File: src/rtl/pipe_stage_reg_if.sv
// Inter-stage pipeline bundle: one instruction's worth of boundary state.
// The producing side uses the master modport and the consuming side uses the slave modport.
interface pipe_stage_reg_if #(
   parameter int PAYLOAD_W = 64,
   parameter int TNEW_W    = 2
);
   logic                 valid;
   logic [31:0]          pc;
   logic                 bd;
   logic [PAYLOAD_W-1:0] payload;
   logic [4:0]           a3;
   logic                 regwrite;
   logic [TNEW_W-1:0]    tnew;
   logic                 check;

   modport master (
      output valid, pc, bd, payload, a3, regwrite, tnew, check
   );

   modport slave (
      input valid, pc, bd, payload, a3, regwrite, tnew, check
   );
endinterface

File: src/rtl/pipe_stage_reg.sv
// Parametrised pipeline boundary register with hold, bubble insertion, Tnew ageing,
// $0-write suppression and a saturating count of cycles spent holding a real instruction.
module pipe_stage_reg #(
   parameter int PAYLOAD_W        = 64,
   parameter int TNEW_W           = 2,
   parameter bit DEC_ON_STALL     = 1'b0,
   parameter bit KEEP_PC_ON_FLUSH = 1'b1,
   parameter int CNT_W            = 16
) (
   input  logic              clk,
   input  logic              reset,
   input  logic              en,
   input  logic              flush,
   input  logic              cnt_clr,
   pipe_stage_reg_if.slave   up,
   pipe_stage_reg_if.master  dn,
   output logic [CNT_W-1:0]  out_stall_cnt
);

   logic                 valid_r,    valid_s;
   logic [31:0]          pc_r,       pc_s;
   logic                 bd_r,       bd_s;
   logic [PAYLOAD_W-1:0] payload_r,  payload_s;
   logic [4:0]           a3_r,       a3_s;
   logic                 regwrite_r, regwrite_s;
   logic [TNEW_W-1:0]    tnew_r,     tnew_s;
   logic                 check_r,    check_s;
   logic [CNT_W-1:0]     cnt_r,      cnt_s;

   // Tnew ages by one per boundary crossed and never wraps below zero.
   function automatic logic [TNEW_W-1:0] sat_dec(input logic [TNEW_W-1:0] v);
      if (v == {TNEW_W{1'b0}}) begin
         sat_dec = {TNEW_W{1'b0}};
      end else begin
         sat_dec = v - TNEW_W'(1);
      end
   endfunction

   // Next-state selection: flush beats hold, hold beats load.
   always_comb begin
      valid_s    = valid_r;
      pc_s       = pc_r;
      bd_s       = bd_r;
      payload_s  = payload_r;
      a3_s       = a3_r;
      regwrite_s = regwrite_r;
      tnew_s     = tnew_r;
      check_s    = check_r;
      if (flush) begin
         valid_s    = 1'b0;
         payload_s  = {PAYLOAD_W{1'b0}};
         a3_s       = 5'd0;
         regwrite_s = 1'b0;
         tnew_s     = {TNEW_W{1'b0}};
         check_s    = 1'b0;
         // A bubble may keep the PC so a later exception still reports a sane EPC.
         if (KEEP_PC_ON_FLUSH) begin
            pc_s = up.pc;
            bd_s = up.bd;
         end else begin
            pc_s = 32'd0;
            bd_s = 1'b0;
         end
      end else if (!en) begin
         if (DEC_ON_STALL) begin
            tnew_s = sat_dec(tnew_r);
         end else begin
            tnew_s = tnew_r;
         end
      end else begin
         valid_s    = up.valid;
         pc_s       = up.pc;
         bd_s       = up.bd;
         payload_s  = up.payload;
         a3_s       = up.a3;
         regwrite_s = up.valid & up.regwrite & (up.a3 != 5'd0);
         tnew_s     = sat_dec(up.tnew);
         check_s    = up.valid & up.check;
      end
   end

   // Stall counter: clear wins, otherwise count held real instructions up to all-ones.
   always_comb begin
      if (cnt_clr) begin
         cnt_s = {CNT_W{1'b0}};
      end else if (!en && !flush && valid_r && (cnt_r != {CNT_W{1'b1}})) begin
         cnt_s = cnt_r + CNT_W'(1);
      end else begin
         cnt_s = cnt_r;
      end
   end

   // State registers; reset clears everything without waiting for a clock.
   always_ff @(posedge clk or negedge reset) begin
      if (!reset) begin
         valid_r    <= 1'b0;
         pc_r       <= 32'd0;
         bd_r       <= 1'b0;
         payload_r  <= {PAYLOAD_W{1'b0}};
         a3_r       <= 5'd0;
         regwrite_r <= 1'b0;
         tnew_r     <= {TNEW_W{1'b0}};
         check_r    <= 1'b0;
         cnt_r      <= {CNT_W{1'b0}};
      end else begin
         valid_r    <= valid_s;
         pc_r       <= pc_s;
         bd_r       <= bd_s;
         payload_r  <= payload_s;
         a3_r       <= a3_s;
         regwrite_r <= regwrite_s;
         tnew_r     <= tnew_s;
         check_r    <= check_s;
         cnt_r      <= cnt_s;
      end
   end

   assign dn.valid      = valid_r;
   assign dn.pc         = pc_r;
   assign dn.bd         = bd_r;
   assign dn.payload    = payload_r;
   assign dn.a3         = a3_r;
   assign dn.regwrite   = regwrite_r;
   assign dn.tnew       = tnew_r;
   assign dn.check      = check_r;
   assign out_stall_cnt = cnt_r;

endmodule

File: src/flat_wrapper.sv
// flat-port wrapper written by rule: the top's interface ports become plain ports
module pipe_stage_reg_flat 
#(
   parameter int PAYLOAD_W        = 64,
   parameter int TNEW_W           = 2,
   parameter bit DEC_ON_STALL     = 1'b0,
   parameter bit KEEP_PC_ON_FLUSH = 1'b1,
   parameter int CNT_W            = 16
)
  (clk, reset, en, flush, cnt_clr, out_stall_cnt, up_valid, up_pc, up_bd, up_payload, up_a3, up_regwrite, up_tnew, up_check, dn_valid, dn_pc, dn_bd, dn_payload, dn_a3, dn_regwrite, dn_tnew, dn_check);
  pipe_stage_reg_if #(.PAYLOAD_W(PAYLOAD_W), .TNEW_W(TNEW_W)) up_i ();
  pipe_stage_reg_if #(.PAYLOAD_W(PAYLOAD_W), .TNEW_W(TNEW_W)) dn_i ();
  input  logic clk;
  input  logic reset;
  input  logic en;
  input  logic flush;
  input  logic cnt_clr;
  output logic [CNT_W-1:0] out_stall_cnt;
  input wire logic [$bits(up_i.valid)-1:0] up_valid;
  input wire logic [$bits(up_i.pc)-1:0] up_pc;
  input wire logic [$bits(up_i.bd)-1:0] up_bd;
  input wire logic [$bits(up_i.payload)-1:0] up_payload;
  input wire logic [$bits(up_i.a3)-1:0] up_a3;
  input wire logic [$bits(up_i.regwrite)-1:0] up_regwrite;
  input wire logic [$bits(up_i.tnew)-1:0] up_tnew;
  input wire logic [$bits(up_i.check)-1:0] up_check;
  output wire logic [$bits(dn_i.valid)-1:0] dn_valid;
  output wire logic [$bits(dn_i.pc)-1:0] dn_pc;
  output wire logic [$bits(dn_i.bd)-1:0] dn_bd;
  output wire logic [$bits(dn_i.payload)-1:0] dn_payload;
  output wire logic [$bits(dn_i.a3)-1:0] dn_a3;
  output wire logic [$bits(dn_i.regwrite)-1:0] dn_regwrite;
  output wire logic [$bits(dn_i.tnew)-1:0] dn_tnew;
  output wire logic [$bits(dn_i.check)-1:0] dn_check;
  assign up_i.valid = up_valid;
  assign up_i.pc = up_pc;
  assign up_i.bd = up_bd;
  assign up_i.payload = up_payload;
  assign up_i.a3 = up_a3;
  assign up_i.regwrite = up_regwrite;
  assign up_i.tnew = up_tnew;
  assign up_i.check = up_check;
  assign dn_valid = dn_i.valid;
  assign dn_pc = dn_i.pc;
  assign dn_bd = dn_i.bd;
  assign dn_payload = dn_i.payload;
  assign dn_a3 = dn_i.a3;
  assign dn_regwrite = dn_i.regwrite;
  assign dn_tnew = dn_i.tnew;
  assign dn_check = dn_i.check;
  pipe_stage_reg #(.PAYLOAD_W(PAYLOAD_W), .TNEW_W(TNEW_W), .DEC_ON_STALL(DEC_ON_STALL), .KEEP_PC_ON_FLUSH(KEEP_PC_ON_FLUSH), .CNT_W(CNT_W)) u_core (.clk(clk), .reset(reset), .en(en), .flush(flush), .cnt_clr(cnt_clr), .up(up_i), .dn(dn_i), .out_stall_cnt(out_stall_cnt));
endmodule
File: config.mk
export PLATFORM = sky130hd
export DESIGN_NAME = pipe_stage_reg_flat
export DESIGN_NICKNAME = d
export VERILOG_FILES = /design/src/rtl/pipe_stage_reg_if.sv /design/src/rtl/pipe_stage_reg.sv /design/src/flat_wrapper.sv
export SDC_FILE = /design/constraint.sdc
export NUM_CORES = 1
export LEC_CHECK = 0
export CAP_MARGIN = 20
export CORE_ASPECT_RATIO = 1.5
export CORE_UTILIZATION = 45
export DETAILED_ROUTE_END_ITERATION = 8
export PLACE_DENSITY = 0.86
export SYNTH_ARGS = -nofsm -noshare
export SYNTH_HDL_FRONTEND = slang
export SYNTH_SLANG_ARGS = --single-unit
File: constraint.sdc
create_clock -name clk -period 3.7 [get_ports clk]
set_input_delay 0.925 -clock clk [delete_from_list [all_inputs] [get_ports clk]]
set_output_delay 0.925 -clock clk [all_outputs]
set_load 0.02 [all_outputs]
# ---- Word-level counts from Yosys, hierarchy flattened
# Index checks and enable logic that the tools add are counted.
dict set report word_totals {
  out_inout_bits 123
  input_bits 112
  regBits 123
}
dict set report op_classes {
  add_sub_neg 2
  bitwise 3
  reduce_logical 9
  eq_ne 1
  muxes 19
}
# op n
set op_table {}
lappend op_table {{64-bit two-way mux} 2}
lappend op_table {{32-bit two-way mux} 2}
lappend op_table {{16-bit two-way mux} 2}
lappend op_table {{16-bit by 1-bit adder with 16-bit output, second input constant} 1}
lappend op_table {{16-bit != test, second input constant} 1}
lappend op_table {{5-bit two-way mux} 2}
lappend op_table {{1-bit two-way mux} 8}
lappend op_table {{2-bit two-way mux} 3}
lappend op_table {{5-bit nonzero test} 1}
lappend op_table {{2-bit nonzero test} 2}
lappend op_table {{1-bit bitwise AND} 3}
lappend op_table {{1-bit logical AND} 3}
lappend op_table {{1-bit logical NOT} 2}
lappend op_table {{2-bit logical NOT} 1}
lappend op_table {{2-bit by 1-bit subtractor with 2-bit output, second input constant} 1}

# ---- Depth between registers and ports, before layout
# Gate-level depths: netlist of run 1.
dict set report logic_depth {
  word_depth 6
  mapped_depth 7
  depth_no_buf 5
}

# ---- Worst setup path before layout of run 1
# No wires, ideal clock.
dict set report synth_timing {
  path_type {input-to-reg}
  start {input en}
  end {register u_core.cnt_r[11], in the netlist u_core.out_stall_cnt[11]}
  t_required_ns 3.622
  path_stages 5
  slack_ns 1.482
  arrival_ns 2.139
  cell_sequence {buf_2 -> nor3b_2 -> nand4_1 -> or4_1 -> a21oi_1}
}
dict set report synth_between {
  elab_chain_cells 5
}
# item line_no
set synth_lines {}
lappend synth_lines {{start: declaration} flat_wrapper.sv:15} ;# input logic en;
lappend synth_lines {{1-bit logical NOT} pipe_stage_reg.sv:86} ;# end else if (!en && !flush && valid_r && (cnt_r != {CNT_W{1'b1}})) begin
lappend synth_lines {{1-bit logical AND (3 in a row)} pipe_stage_reg.sv:86}
lappend synth_lines {{2-bit nonzero test (no line)} -}
lappend synth_lines {{end signal: assignment} pipe_stage_reg.sv:104} ;# cnt_r <= {CNT_W{1'b0}};
lappend synth_lines {{end signal: assignment} pipe_stage_reg.sv:114} ;# cnt_r <= cnt_s;
lappend synth_lines {{end: declaration} pipe_stage_reg.sv:28} ;# logic [CNT_W-1:0] cnt_r, cnt_s;
# No other way between the ends.
# A chain may end at the register's enable or synchronous reset.

# ---- Worst setup path after layout of run 1
dict set report layout_timing {
  start {register u_core.cnt_r[9], in the netlist u_core.out_stall_cnt[9]}
  end {output out_stall_cnt[9]}
}
# item line_no
set layout_lines {}
lappend layout_lines {{end: declaration} flat_wrapper.sv:18} ;# output logic [CNT_W-1:0] out_stall_cnt;
# No word-level cell between the ends.

==> run_results.csv, run 1 <==
group,metric,value,unit
outcome,outcome,"completed",
synthesis,synth_edf_count,0,
setup_path,crit_slowest_cell,"clkdlybuf4s50_1",
synthesis,ys_seq_elements,123,
clock_network,cts_buffers,17,
setup_path,slowest_delay,0.66,ns
synthesis,yosysSeqAreaShare,59.8,%
clock_network,clockBufferDepth,2,
global_routing,grt_pass1_vias,4466,
layout,fin_util,74.1,%
routing,finalWirelength,14.4,mm
clock_network,htree_num_levels,4,
setup_path,crit_family,"buffers and inverters",
synthesis,syn-num-nets,528,
routing,routed_via_density,5.29,
routing,drt.antenna.violating_nets,0,
sta,setup_viol,0,
routing,drc,0,
routing,wl_per_cell,17.8,um
sta,setup_ws,1.24,ns
global_routing,antenna_found_initial,0,
layout,drive_above_1_share,12.0,%
placement,placed_cell_area,7580,um^2
sta,fin_setup_tns,0,ns
setup_path,rrSetupSlack,1.52,ns
floorplanning,coreArea,11100,um^2
setup_path,rr_worst_depth,5,
setup_path,worstReg2RegStart,"u_core.out_stall_cnt[0]",
global_routing,grtUsageTotal,25.1,%
placement,port_buffers,234,
clock_network,cts_root_buf,"clkbuf_16",
synthesis,ys_warn_count,0,
clock_network,cts_resized,0,
synthesis,ys_async_sr_fraction,100,%
synthesis,syn_inst,415,
clock_network,holdBufCountCts,0,
placement,post-place-cells,775,
synthesis,syn_area,5140,um^2
sta,fmax,406,MHz
layout,postLayoutCellArea,8190,um^2
global_routing,grt_max_degree,80,
layout,n_antenna_cell,0,
layout,fin_cells,807,
floorplanning,initial_core_util,46.5,%
pwr,ir_drop,324,uV
routing,firstDrtPassIters,5,
pwr,total_power,3.63,mW
layout,fillers,749,
floorplanning,dieArea,11900,um^2
sta,hold_viol,0,
synthesis,ys_types,40,
sta,worst_pin_slew,1.02,ns
sta,rsz0062_at_grt,"no",
layout,syn_to_final_growth,59.2,%
setup_path,cp.required,2.77,ns
setup_path,worstSetupStartpointType,"register",
placement,gp_congestion,0.898,
setup_path,crit_buf_inv,1,
sta,clock_skew,0.00360,ns
setup_path,arrival,1.54,ns
global_routing,grt_pass1_wl,22.3,mm
pwr,power_density,443,nW/um^2
pwr,p_leak,3.57,nW
layout,fin_nets,761,
floorplanning,chipWidth,89.3,um
setup_path,worstSetupPathType,"reg2out",
floorplanning,io_pins,235,
setup_path,reg2reg_to,"u_core.out_stall_cnt[6]",
sta,slew_headroom,32.0,%
synthesis,yosys_most_used_dff,"dfrtp_1",
routing,drt_iter0_markers,223,
setup_path,end_kind,"output pin",
sta,period_minus_slack,2.46,ns
synthesis,synth.avg_cell_area,12.4,um^2
sta,fin_crit_sh,66.6,%
placement,dp_hpwl,10.1,mm
hold_path,hold_path.class,"in2async",
clock_network,clock_sinks,123,
placement,pre_cts_slack,0.981,ns
routing,dr_total_vias,4265,
global_routing,grt_remaining_overflow,0,
clock_network,cts_setup_buffers,0,
sta,holdWs,0.397,ns
setup_path,path_max_fanout,6,
setup_path,worstPathCellList,"clkdlybuf4s50_1",
clock_network,clock_latency,0.40,ns
run,drv_cap,0,
sta,slew_violations,0,
clock_network,cts_tree,"built",
floorplanning,rows,47,
floorplanning,die_h,133,um
clock_network,path_clk_slew,0.05,ns
==> where the power goes <==
| group | switching (mW) | internal [mW] | total (mW) | leakage [nW] |
|---|---|---|---|---|
| logic | 0.262 | 0.309 | 0.572 | 1.71 |
| registers | 0.0419 | 1.42 | 1.46 | 1.59 |
| clock network | 0.576 | 1.02 | 1.59 | 0.270 |
| total | 0.881 | 2.75 | 3.63 | 3.57 |
==> synthesized netlist by cell type, types with 2 or more instances <==
cell type / instances / area, um^2
nand3_1: 6 / 30.0
or4_1: 8 / 60.1
inv_1: 4 / 15.0
nand2_1: 5 / 18.8
a21oi_1: 17 / 85.1
mux2i_1: 70 / 701
nand2b_1: 4 / 25.0
nor2_1: 72 / 270
buf_1: 13 / 48.8
nor3_1: 3 / 15.0
dfrtp_1: 123 / 3080
o21ai_0: 4 / 20.0
nand3b_1: 2 / 15.0
and3_1: 2 / 12.5
clkbuf_1: 6 / 22.5
buf_2: 3 / 15.0
nand4_1: 6 / 37.5
or3_1: 2 / 12.5
buf_6: 2 / 22.5
or3_2: 2 / 15.0
mux2_2: 34 / 383
o31ai_1: 9 / 67.6
==> sequential cells by signal (all words and copies together) (netlist names) <==
signal,flops
u_core.dn.bd,1
u_core.dn.a3,5
u_core.dn.check,1
u_core.dn.payload,64
u_core.dn.regwrite,1
u_core.dn.pc,32
u_core.out_stall_cnt,16
u_core.dn.valid,1
u_core.dn.tnew,2
==> how the worst max path moves through the flow <==
stage / depth (start not counted) / start / to
after floorplan: 5 / en / u_core.out_stall_cnt[11]
after global placement: 5 / flush / u_core.out_stall_cnt[12]
after detailed placement: 5 / flush / u_core.out_stall_cnt[12]
after CTS: 1 / u_core.out_stall_cnt[9] / out_stall_cnt[9]
after global routing: 1 / u_core.out_stall_cnt[9] / out_stall_cnt[9]
final: 1 / u_core.out_stall_cnt[9] / out_stall_cnt[9]
==> cell usage in the layout (no fill, tap or decap), types with 4 or more instances in the layout <==
master / synthesis / final
mux2i_1: 70 / 70
clkinvlp_4: 0 / 5
mux2_2: 34 / 34
o31ai_1: 9 / 9
nand4_1: 6 / 6
dfrtp_1: 123 / 123
a21oi_1: 17 / 17
clkdlybuf4s50_1: 0 / 231
or4_1: 8 / 8
nand3_1: 6 / 6
clkbuf_16: 0 / 17
nand2_1: 5 / 5
buf_4: 0 / 5
nor2_1: 72 / 72
nand2b_1: 4 / 4
inv_1: 4 / 4
o21ai_0: 4 / 4
==> layout make-up <==
cell class	count	area [um^2]	area share [%]
multi-input combinational	263	1930	23.6
inverter	4	15.0	0.183
timing repair buffer	239	2400	29.3
sequential	123	3080	37.6
clock inverter	11	121	1.48
tap	147	184	2.25
clock buffer	20	457	5.58
==> logic make-up (layout without fill, tap and decap cells) <==
family                   count (synthesis)  count (layout)  synth area share [%]
flip-flops                             123             123                  59.8
AND/OR/NAND/NOR                        125             125                  12.5
AO/OA/AOI/OAI                           33              33                  3.79
multiplexers                           104             104                  21.1
adder cells (fa/ha/maj)                  1               1                 0.243
buffers and inverters                   29             274                  2.60
==> metal layers <==
layer | part of all wire [%] | wire, um | track usage, % | vias up
li1 | - | - | - | 1930
met1 | 36 | 5130 | 26.4 | 2082
met2 | 53 | 7670 | 44.0 | 219
met3 | 7.8 | 1130 | 8.67 | 34
met4 | 3.2 | 466 | 11.3 | 0
met5 | 0 | 0 | 0 | -
(Power assumes the default switching activity.)
==> inputs of run 2 (changes only) <==
--- a/config.mk
+++ b/config.mk
@@ -7,9 +7,9 @@
 export LEC_CHECK = 0
 export CAP_MARGIN = 20
 export CORE_ASPECT_RATIO = 1.5
-export CORE_UTILIZATION = 45
+export CORE_UTILIZATION = 42
 export DETAILED_ROUTE_END_ITERATION = 8
-export PLACE_DENSITY = 0.86
+export PLACE_DENSITY = 0.81
 export SYNTH_ARGS = -nofsm -noshare
 export SYNTH_HDL_FRONTEND = slang
 export SYNTH_SLANG_ARGS = --single-unit
==> constraint.sdc (replaced) <==
create_clock -name clk -period 2.55 [get_ports clk]
set_input_delay 0.6375 -clock clk [delete_from_list [all_inputs] [get_ports clk]]
set_output_delay 0.6375 -clock clk [all_outputs]
set_load 0.02 [all_outputs]
==> run 2 against run 1 <==
  * Sequential share of layout area fell by 0.18 points
  * Global-route usage fell by 2.4 points
  * Sequential cell count did not move
  * First-iteration DRC count fell by 31%
  * Wire length fell by 1.5%
  * Largest cell class unchanged
==> run_results.csv, run 2 (synthesized netlist as in run 1, its figures left out) <==
group,metric,value,unit
outcome,outcome,"completed",
floorplanning,die_h,138,um
setup_path,crit_buf_inv,1,
sta,clock_skew,0.00762,ns
layout,register_area,3080,um^2
global_routing,grt_pass1_wl,22.2,mm
routing,drt_iter0_markers,154,
clock_network,htree_num_levels,4,
sta,hold_viol,0,
setup_path,cp.required,1.91,ns
routing,drt.antenna.violating_nets,0,
routing,finalWirelength,14.2,mm
sta,fmax,461,MHz
pwr,ir_drop,461,uV
routing,drc,0,
layout,n_antenna_cell,0,
floorplanning,coreArea,12000,um^2
setup_path,crit_family,"buffers and inverters",
sta,worst_pin_slew,0.586,ns
hold_path,hold_path.class,"in2async",
setup_path,worstSetupPathType,"reg2out",
sta,rsz0062_at_grt,"no",
global_routing,gr-usage-met3,6.73,%
layout,syn_to_final_growth,59.9,%
setup_path,crit_slowest_cell,"clkdlybuf4s50_1",
pwr,power_density,639,nW/um^2
sta,setup_viol,0,
layout,postLayoutCellArea,8230,um^2
sta,fin_crit_sh,85.1,%
clock_network,cts_buffers,17,
global_routing,grtUsageTotal,22.7,%
pwr,p_sw,1.31,mW
pwr,p_int,3.95,mW
global_routing,top_usage_layer,"met2",
floorplanning,chipWidth,92.4,um
sta,holdWs,0.244,ns
setup_path,arrival,1.53,ns
clock_network,cts_tree,"built",
setup_path,worstSetupStartpointType,"register",
placement,port_buffers,234,
layout,drive_above_1_share,12.5,%
pwr,p_comb_share,15.8,%
floorplanning,io_pins,235,
pwr,p_sw_share,24.8,%
clock_network,clock_latency,0.40,ns
clock_network,clock_sinks,123,
global_routing,grt_max_degree,68,
sta,slew_headroom,61.0,%
global_routing,antenna_found_initial,0,
placement,dp_hpwl,10.4,mm
global_routing,grt_remaining_overflow,0,
clock_network,cts_root_buf,"clkbuf_16",
layout,final_cell_mix,"231 x clkdlybuf4s50_1, 123 x dfrtp_1, 72 x nor2_1",
routing,wl_per_cell,17.4,um
layout,fin_nets,765,
layout,layout_commonest_cell,"clkdlybuf4s50_1",
setup_path,worstPathCellList,"clkdlybuf4s50_1",
pwr,seqPwrFrac,40.4,%
routing,dr_total_vias,4229,
global_routing,grt_pass1_vias,4559,
clock_network,clockBufferDepth,2,
placement,gp_congestion,0.850,
floorplanning,initial_core_util,43.0,%
sta,fin_setup_tns,0,ns
run,drv_cap,0,
setup_path,path_max_fanout,7,
clock_network,path_clk_slew,0.06,ns
pwr,p_leak,3.60,nW
global_routing,grt_use_met1,24.4,%
sta,slew_violations,0,
floorplanning,dieArea,12700,um^2
clock_network,cts_resized,0,
sta,period_minus_slack,2.17,ns
layout,fillers,875,
layout,largest_reg_flops,64,
clock_network,cts_setup_buffers,0,
routing,routed_via_density,5.18,
setup_path,slowest_delay,0.65,ns
clock_network,holdBufCountCts,0,
setup_path,end_kind,"output pin",
layout,multi_input_area,1930,um^2
routing,firstDrtPassIters,4,
floorplanning,rows,49,
global_routing,grt.met2_usage,41.3,%
placement,placed_cell_area,7650,um^2
pwr,p_clk_share,43.8,%
[run 2: changes by cell type in the layout (fill, tap and decap cells not counted), sizes merged]
cell / delta
buf: +4
clkbuf: -2
clkinv: +2
clkinvlp: -2
inv: +2
[run 2: cell type report]
type / count / area share [%]
clock buffers: 18 / 5.22
repair buffers: 243 / 29.6
well taps: 153 / 2.33
inverters: 4 / 0.182
clock inverters: 13 / 1.76
flip-flops and latches: 123 / 37.4
multi-input cells: 263 / 23.5
[run 2: path summary, 6_finish.rpt]
path | start | to | slack, ns | cells past startpoint
min in group clk | u_core.dn.pc[24] | u_core.dn.pc[24] | 0.50 | 1
max in group asynchronous | reset | u_core.dn.a3[2] | 1.65 | 2
min reg2reg | u_core.dn.pc[24] | u_core.dn.pc[24] | 0.50 | 1
min | reset | u_core.out_stall_cnt[9] | 0.24 | 1
max | u_core.out_stall_cnt[8] | out_stall_cnt[8] | 0.38 | 1
max reg2reg | u_core.out_stall_cnt[0] | u_core.out_stall_cnt[6] | 0.40 | 5
[run 2: worst reg2reg max path, stage by stage, from the launching register on]
cell and delay (ns):
dfrtp_1 0.42, ha_1 0.26, and4_1 0.25, and4bb_1 0.39, or4_1 0.57, a21oi_1 0.17
[run 2: per-stage QoR]
step                total power, mW  util, %  worst slack (ns)  cells
floorplan                      2.49        -             0.546    415
global placement               2.97     64.0             0.469    786
detailed placement             2.99     64.0             0.431    786
CTS                            5.31     68.8             0.358    817
global route                   5.45     68.8             0.304    817
finish                         5.26     68.8             0.380    817
[run 2: routing by layer]
metal / vias up / part of all wire, %
met5: - / 0
met1: 2061 / 36
li1: 1934 / -
met4: 0 / 3.0
met2: 197 / 54
met3: 37 / 6.7
[run 2: power groups by stage]
stage	registers [mW]	logic (mW)	clock network, mW
after global routing	2.14	0.889	2.43
after floorplan	2.29	0.204	0
after global placement	2.15	0.822	0
after CTS	2.12	0.843	2.34
final	2.12	0.832	2.30
after detailed placement	2.16	0.839	0
==> patch 1, RTL diff (flow settings as in run 2) <==
`DEC_ON_STALL` is set to 1'b0 in 2 places; all go to 1'b1.
--- a/src/rtl/pipe_stage_reg.sv
+++ b/src/rtl/pipe_stage_reg.sv
@@ -3,7 +3,7 @@
 module pipe_stage_reg #(
    parameter int PAYLOAD_W        = 64,
    parameter int TNEW_W           = 2,
-   parameter bit DEC_ON_STALL     = 1'b0,
+   parameter bit DEC_ON_STALL     = 1'b1,
    parameter bit KEEP_PC_ON_FLUSH = 1'b1,
    parameter int CNT_W            = 16
 ) (
--- a/src/flat_wrapper.sv
+++ b/src/flat_wrapper.sv
@@ -3,7 +3,7 @@
 #(
    parameter int PAYLOAD_W        = 64,
    parameter int TNEW_W           = 2,
-   parameter bit DEC_ON_STALL     = 1'b0,
+   parameter bit DEC_ON_STALL     = 1'b1,
    parameter bit KEEP_PC_ON_FLUSH = 1'b1,
    parameter int CNT_W            = 16
 )
Function: changed (Yosys sat finds a counterexample within 4 cycles, from zero or initial values and one cycle with reset low).
==> patch 1 against run 2 <==
Design area shrank 0.52%. Sequential cell count is the same. Wire length is 3.5% lower. Synthesized area decreased by 1.1%. Setup slack improved by 0.017 ns. Power shrank 1.4%. Register-to-register slack improved by 0.05 ns. Critical path depth did not move. Largest cell class unchanged. Highest routed layer unchanged.
==> patch 1: results (changes against run 2) <==
INFO  timing         final.period_utilization=84.4% [-0.68 points]
INFO  floorplanning  dieWidth=91.9um [-0.55%]
INFO  logic_synthesis yosysSeqAreaShare=60.5% [+0.68 points]
INFO  drt            met2_length=7430um [-2.8%]
INFO  final_layout   sequential_cell_total=123 [unchanged]
INFO  timing         final.hold.worst_slack=0.215ns [-0.0298 ns]
INFO  final_layout   finish.net_count=767 [+0.26%]
INFO  drt            vias_per_cell=5.07 [-2.1%]
INFO  timing         fin_skew=0.00735ns [-0.000274 ns]
INFO  power          power_leakage=3.60nW [about the same]
INFO  logic_synthesis synth_fp_nets=529 [+0.19%]
INFO  drt            drt-met1-wl=5030um [-2.7%]
INFO  place          gp_congestion=0.825 [-2.9%]
INFO  grt            global_route.usage.total=22.4% [-0.30 points]
INFO  power          vdd.ir_drop.worst=476uV [+3.3%]
INFO  final_layout   clk_share=6.88% [-0.10 points]
INFO  logic_synthesis syn-mean-instance-area=12.2um2 [-1.4%]
INFO  place          dpl_worst_slack=0.0660ns [-0.365 ns]
INFO  timing         slew_headroom=49.6% [-11 points]
INFO  outcome        outcome=completed
INFO  grt            grt_pass1_vias=4350 [-4.6%]
INFO  logic_synthesis ys_types=30 [-25%]
INFO  drt            detail_route.iter0.violations=209 [+36%]
INFO  final_layout   fraction_of_area_in_multi_input_gates=23.3% [-0.15 points]
INFO  final_layout   inverter_count_of_the_layout_excluding_clock_inverters=2 [-2]
INFO  final_layout   num-multi-input-gates=265 [+0.76%]
-- patch 1: routing by layer --
layer	up-vias	global-route usage [%]
li1	1934	-
met1	1990	24.6
met2	186	41.0
met3	21	6.17
met4	0	8.59
met5	-	0
-- patch 1: cells by family (layout without fill, tap and decap cells) --
| logic type | after synthesis | count (layout) | share of synthesized area, % |
|---|---|---|---|
| AND/OR/NAND/NOR | 130 | 130 | 12.1 |
| flip-flops | 123 | 123 | 60.5 |
| multiplexers | 107 | 107 | 22.0 |
| buffers and inverters | 28 | 277 | 2.12 |
| AO/OA/AOI/OAI | 27 | 27 | 3.05 |
| adder cells (fa/ha/maj) | 1 | 1 | 0.246 |
-- patch 1: power groups by stage --
stage,logic [mW],clock network (mW),registers (mW)
6_report,0.826,2.24,2.12
5_1_grt,0.882,2.37,2.13
4_1_cts,0.838,2.29,2.12
3_5_place_dp,0.833,0,2.15
3_3_place_gp,0.817,0,2.15
2_1_floorplan,0.201,0,2.29
==> patch 2, RTL diff (settings of run 2) <==
Without the edit above. Take the reset off `pc_r` and `a3_r` and load them in a clocked block of their own.
--- a/src/rtl/pipe_stage_reg.sv
+++ b/src/rtl/pipe_stage_reg.sv
@@ -94,25 +94,26 @@
    always_ff @(posedge clk or negedge reset) begin
       if (!reset) begin
          valid_r    <= 1'b0;
-         pc_r       <= 32'd0;
          bd_r       <= 1'b0;
          payload_r  <= {PAYLOAD_W{1'b0}};
-         a3_r       <= 5'd0;
          regwrite_r <= 1'b0;
          tnew_r     <= {TNEW_W{1'b0}};
          check_r    <= 1'b0;
          cnt_r      <= {CNT_W{1'b0}};
       end else begin
          valid_r    <= valid_s;
-         pc_r       <= pc_s;
          bd_r       <= bd_s;
          payload_r  <= payload_s;
-         a3_r       <= a3_s;
          regwrite_r <= regwrite_s;
          tnew_r     <= tnew_s;
          check_r    <= check_s;
          cnt_r      <= cnt_s;
       end
+   end
+
+   always_ff @(posedge clk) begin
+      pc_r <= pc_s;
+      a3_r <= a3_s;
    end
 
    assign dn.valid      = valid_r;
Check against the original RTL: not equivalent (a bounded check fails within 4 cycles, from zero or initial values and one cycle with reset low).
==> patch 2 against run 2 <==
Sequential cell count did not move. Setup slack better by 0.020 ns. Sequential power is 3% higher. Power rose by 1.2%. Design area shrank 2.7%. Synthesized area decreased by 4.9%. Cell count fell by 4.2%. Wire length is 6.8% lower. Via count is 7.0% lower. Worst hold slack worse by 0.14 ns. Sequential share of layout area up 2.7 points. Critical endpoint is now out_stall_cnt[12].
==> patch 2: results (changes against run 2) <==
INFO  power          switchingPower=1.31mW [+0.34%]
INFO  power          power_leakage=3.43nW [-4.7%]
INFO  drt            num_vias=3935 [-7.0%]
INFO  logic_synthesis count_of_flip_flops_with_a_built_in_enable_after_synthesis=32 [+32]
INFO  cts            cts_root_buffer=sky130_fd_sc_hd__clkbuf_16
INFO  timing         fin_skew=0.00664ns [-0.000980 ns]
INFO  place          port-buffer-count=234 [unchanged]
INFO  setup_path     crit-reg2reg-launch=u_core.out_stall_cnt[3]$_DFFE_PN0P_
INFO  drt            drt-met1-wl=4740um [-8.2%]
INFO  power          pwr-share-comb=14.6% [-1.2 points]
INFO  grt            global_route.usage.total=22.7% [-0.077 points]
INFO  grt            grt_util_met3=8.11% [+1.4 points]
INFO  setup_path     timing.reg2reg.setup_slack=0.48ns [+0.08 ns]
INFO  grt            global_route.usage.met1=23.3% [-1.1 points]
INFO  place          placed_instance_area=7410um2 [-3.1%]
INFO  logic_synthesis synthArstFlopShare=69.9% [-30 points]
INFO  outcome        outcome=completed
INFO  setup_path     worst_reg2reg_path_endpoint=u_core.out_stall_cnt[5]$_DFFE_PN0P_
INFO  place          hpwl=9780um [-5.6%]
INFO  power          vdd.ir_drop.worst=553uV [+20%]
INFO  logic_synthesis syn-mean-instance-area=12.8um2 [+3.3%]
INFO  setup_path     timing.critical_path.slowest_cell_delay=0.67ns [+0.02 ns]
INFO  logic_synthesis yosysSeqAreaShare=65.7% [+5.9 points]
INFO  cts            clkLatencyLatePin=0.41ns
INFO  timing         final.hold.worst_slack=0.104ns [-0.141 ns]
INFO  final_layout   fillCellCount=789 [-9.8%]
INFO  logic_synthesis synth_fp_nets=495 [-6.3%]
INFO  logic_synthesis post_synth_most_frequent_cells=sky130_fd_sc_hd__dfrtp_1, sky130_fd_sc_hd__nor2_1, sky130_fd_sc_hd__mux2i_1
INFO  drt            mean_routed_wirelength_per_cell=16.9um [-2.8%]
INFO  drt            wl_met3=946um [-0.32%]
INFO  drt            met2_length=7210um [-5.6%]
INFO  grt            grt_pass1_vias=4080 [-11%]
INFO  grt            grt_first_pass_wirelength=20900um [-5.7%]
INFO  final_layout   finish.net_count=736 [-3.8%]
INFO  final_layout   layout.cells.non_filler=783 [-4.2%]
INFO  logic_synthesis ys_types=35 [-13%]
INFO  final_layout   fraction_of_layout_instances_using_a_drive_strength_above_1=9.28% [-3.2 points]
INFO  logic_synthesis synth.area.top_cells=sky130_fd_sc_hd__dfrtp_1, sky130_fd_sc_hd__edfxtp_1, sky130_fd_sc_hd__mux2i_1
INFO  place          gp_congestion=0.768 [-9.6%]
INFO  place          dpl_worst_slack=0.307ns [-0.124 ns]
INFO  grt            largest_net_degree_at_the_start_of_global_routing=75 [+10%]
INFO  setup_path     data_arrival_time_at_the_worst_slack_endpoint=1.51ns [-0.02 ns]
INFO  place          placed_cells=751 [-4.5%]
INFO  drt            detail_route.iter0.violations=181 [+18%]
INFO  grt            globalRouteMet2Util=41.6% [+0.24 points]
INFO  power          pwr_density_cell=665nW/um2 [+4.0%]
INFO  drt            dr.pass1.iters=4 [unchanged]
## patch 2: changes by cell type after synthesis, sizes merged, moves of 4 or more
cell and delta:
dfrtp -37, edfxtp +32, o31ai -4, mux2 -26
buf -13, nor4 +6, clkbuf +12, dfxtp +5
or4 -6, a21oi -7, nor2 +6, nor2b +6
## patch 2: logic make-up (layout without fill, tap and decap cells)
logic type               count (synthesis)  count (layout)  share of synthesized area (%)
AO/OA/AOI/OAI                           21              21                           2.69
AND/OR/NAND/NOR                        134             134                           13.1
multiplexers                            79              79                           16.4
adder cells (fa/ha/maj)                  1               1                          0.256
flip-flops                             123             123                           65.7
buffers and inverters                   24             278                           1.89
## patch 2: cell type report
| cell class | instances | area (um2) | area share, % |
|---|---|---|---|
| inverter | 1 | 3.75 | 0.0469 |
| sequential | 123 | 3210 | 40.1 |
| clock buffer | 17 | 425 | 5.31 |
| clock inverter | 15 | 165 | 2.06 |
| timing repair buffer | 245 | 2430 | 30.3 |
| multi-input combinational | 235 | 1590 | 19.8 |
| tap | 147 | 184 | 2.30 |
## patch 2: worst max-delay path by stage
stage / start / end / slack [ns] / depth (start not counted)
2_1_floorplan: en / u_core.out_stall_cnt[13]$_DFFE_PN0P_ / 0.25 / 6
3_3_place_gp: en / u_core.out_stall_cnt[13]$_DFFE_PN0P_ / 0.31 / 5
3_5_place_dp: en / u_core.out_stall_cnt[13]$_DFFE_PN0P_ / 0.31 / 5
4_1_cts: u_core.out_stall_cnt[12]$_DFFE_PN0P_ / out_stall_cnt[12] / 0.38 / 1
5_1_grt: u_core.out_stall_cnt[3]$_DFFE_PN0P_ / u_core.out_stall_cnt[5]$_DFFE_PN0P_ / 0.29 / 5
6_report: u_core.out_stall_cnt[12]$_DFFE_PN0P_ / out_stall_cnt[12] / 0.40 / 1
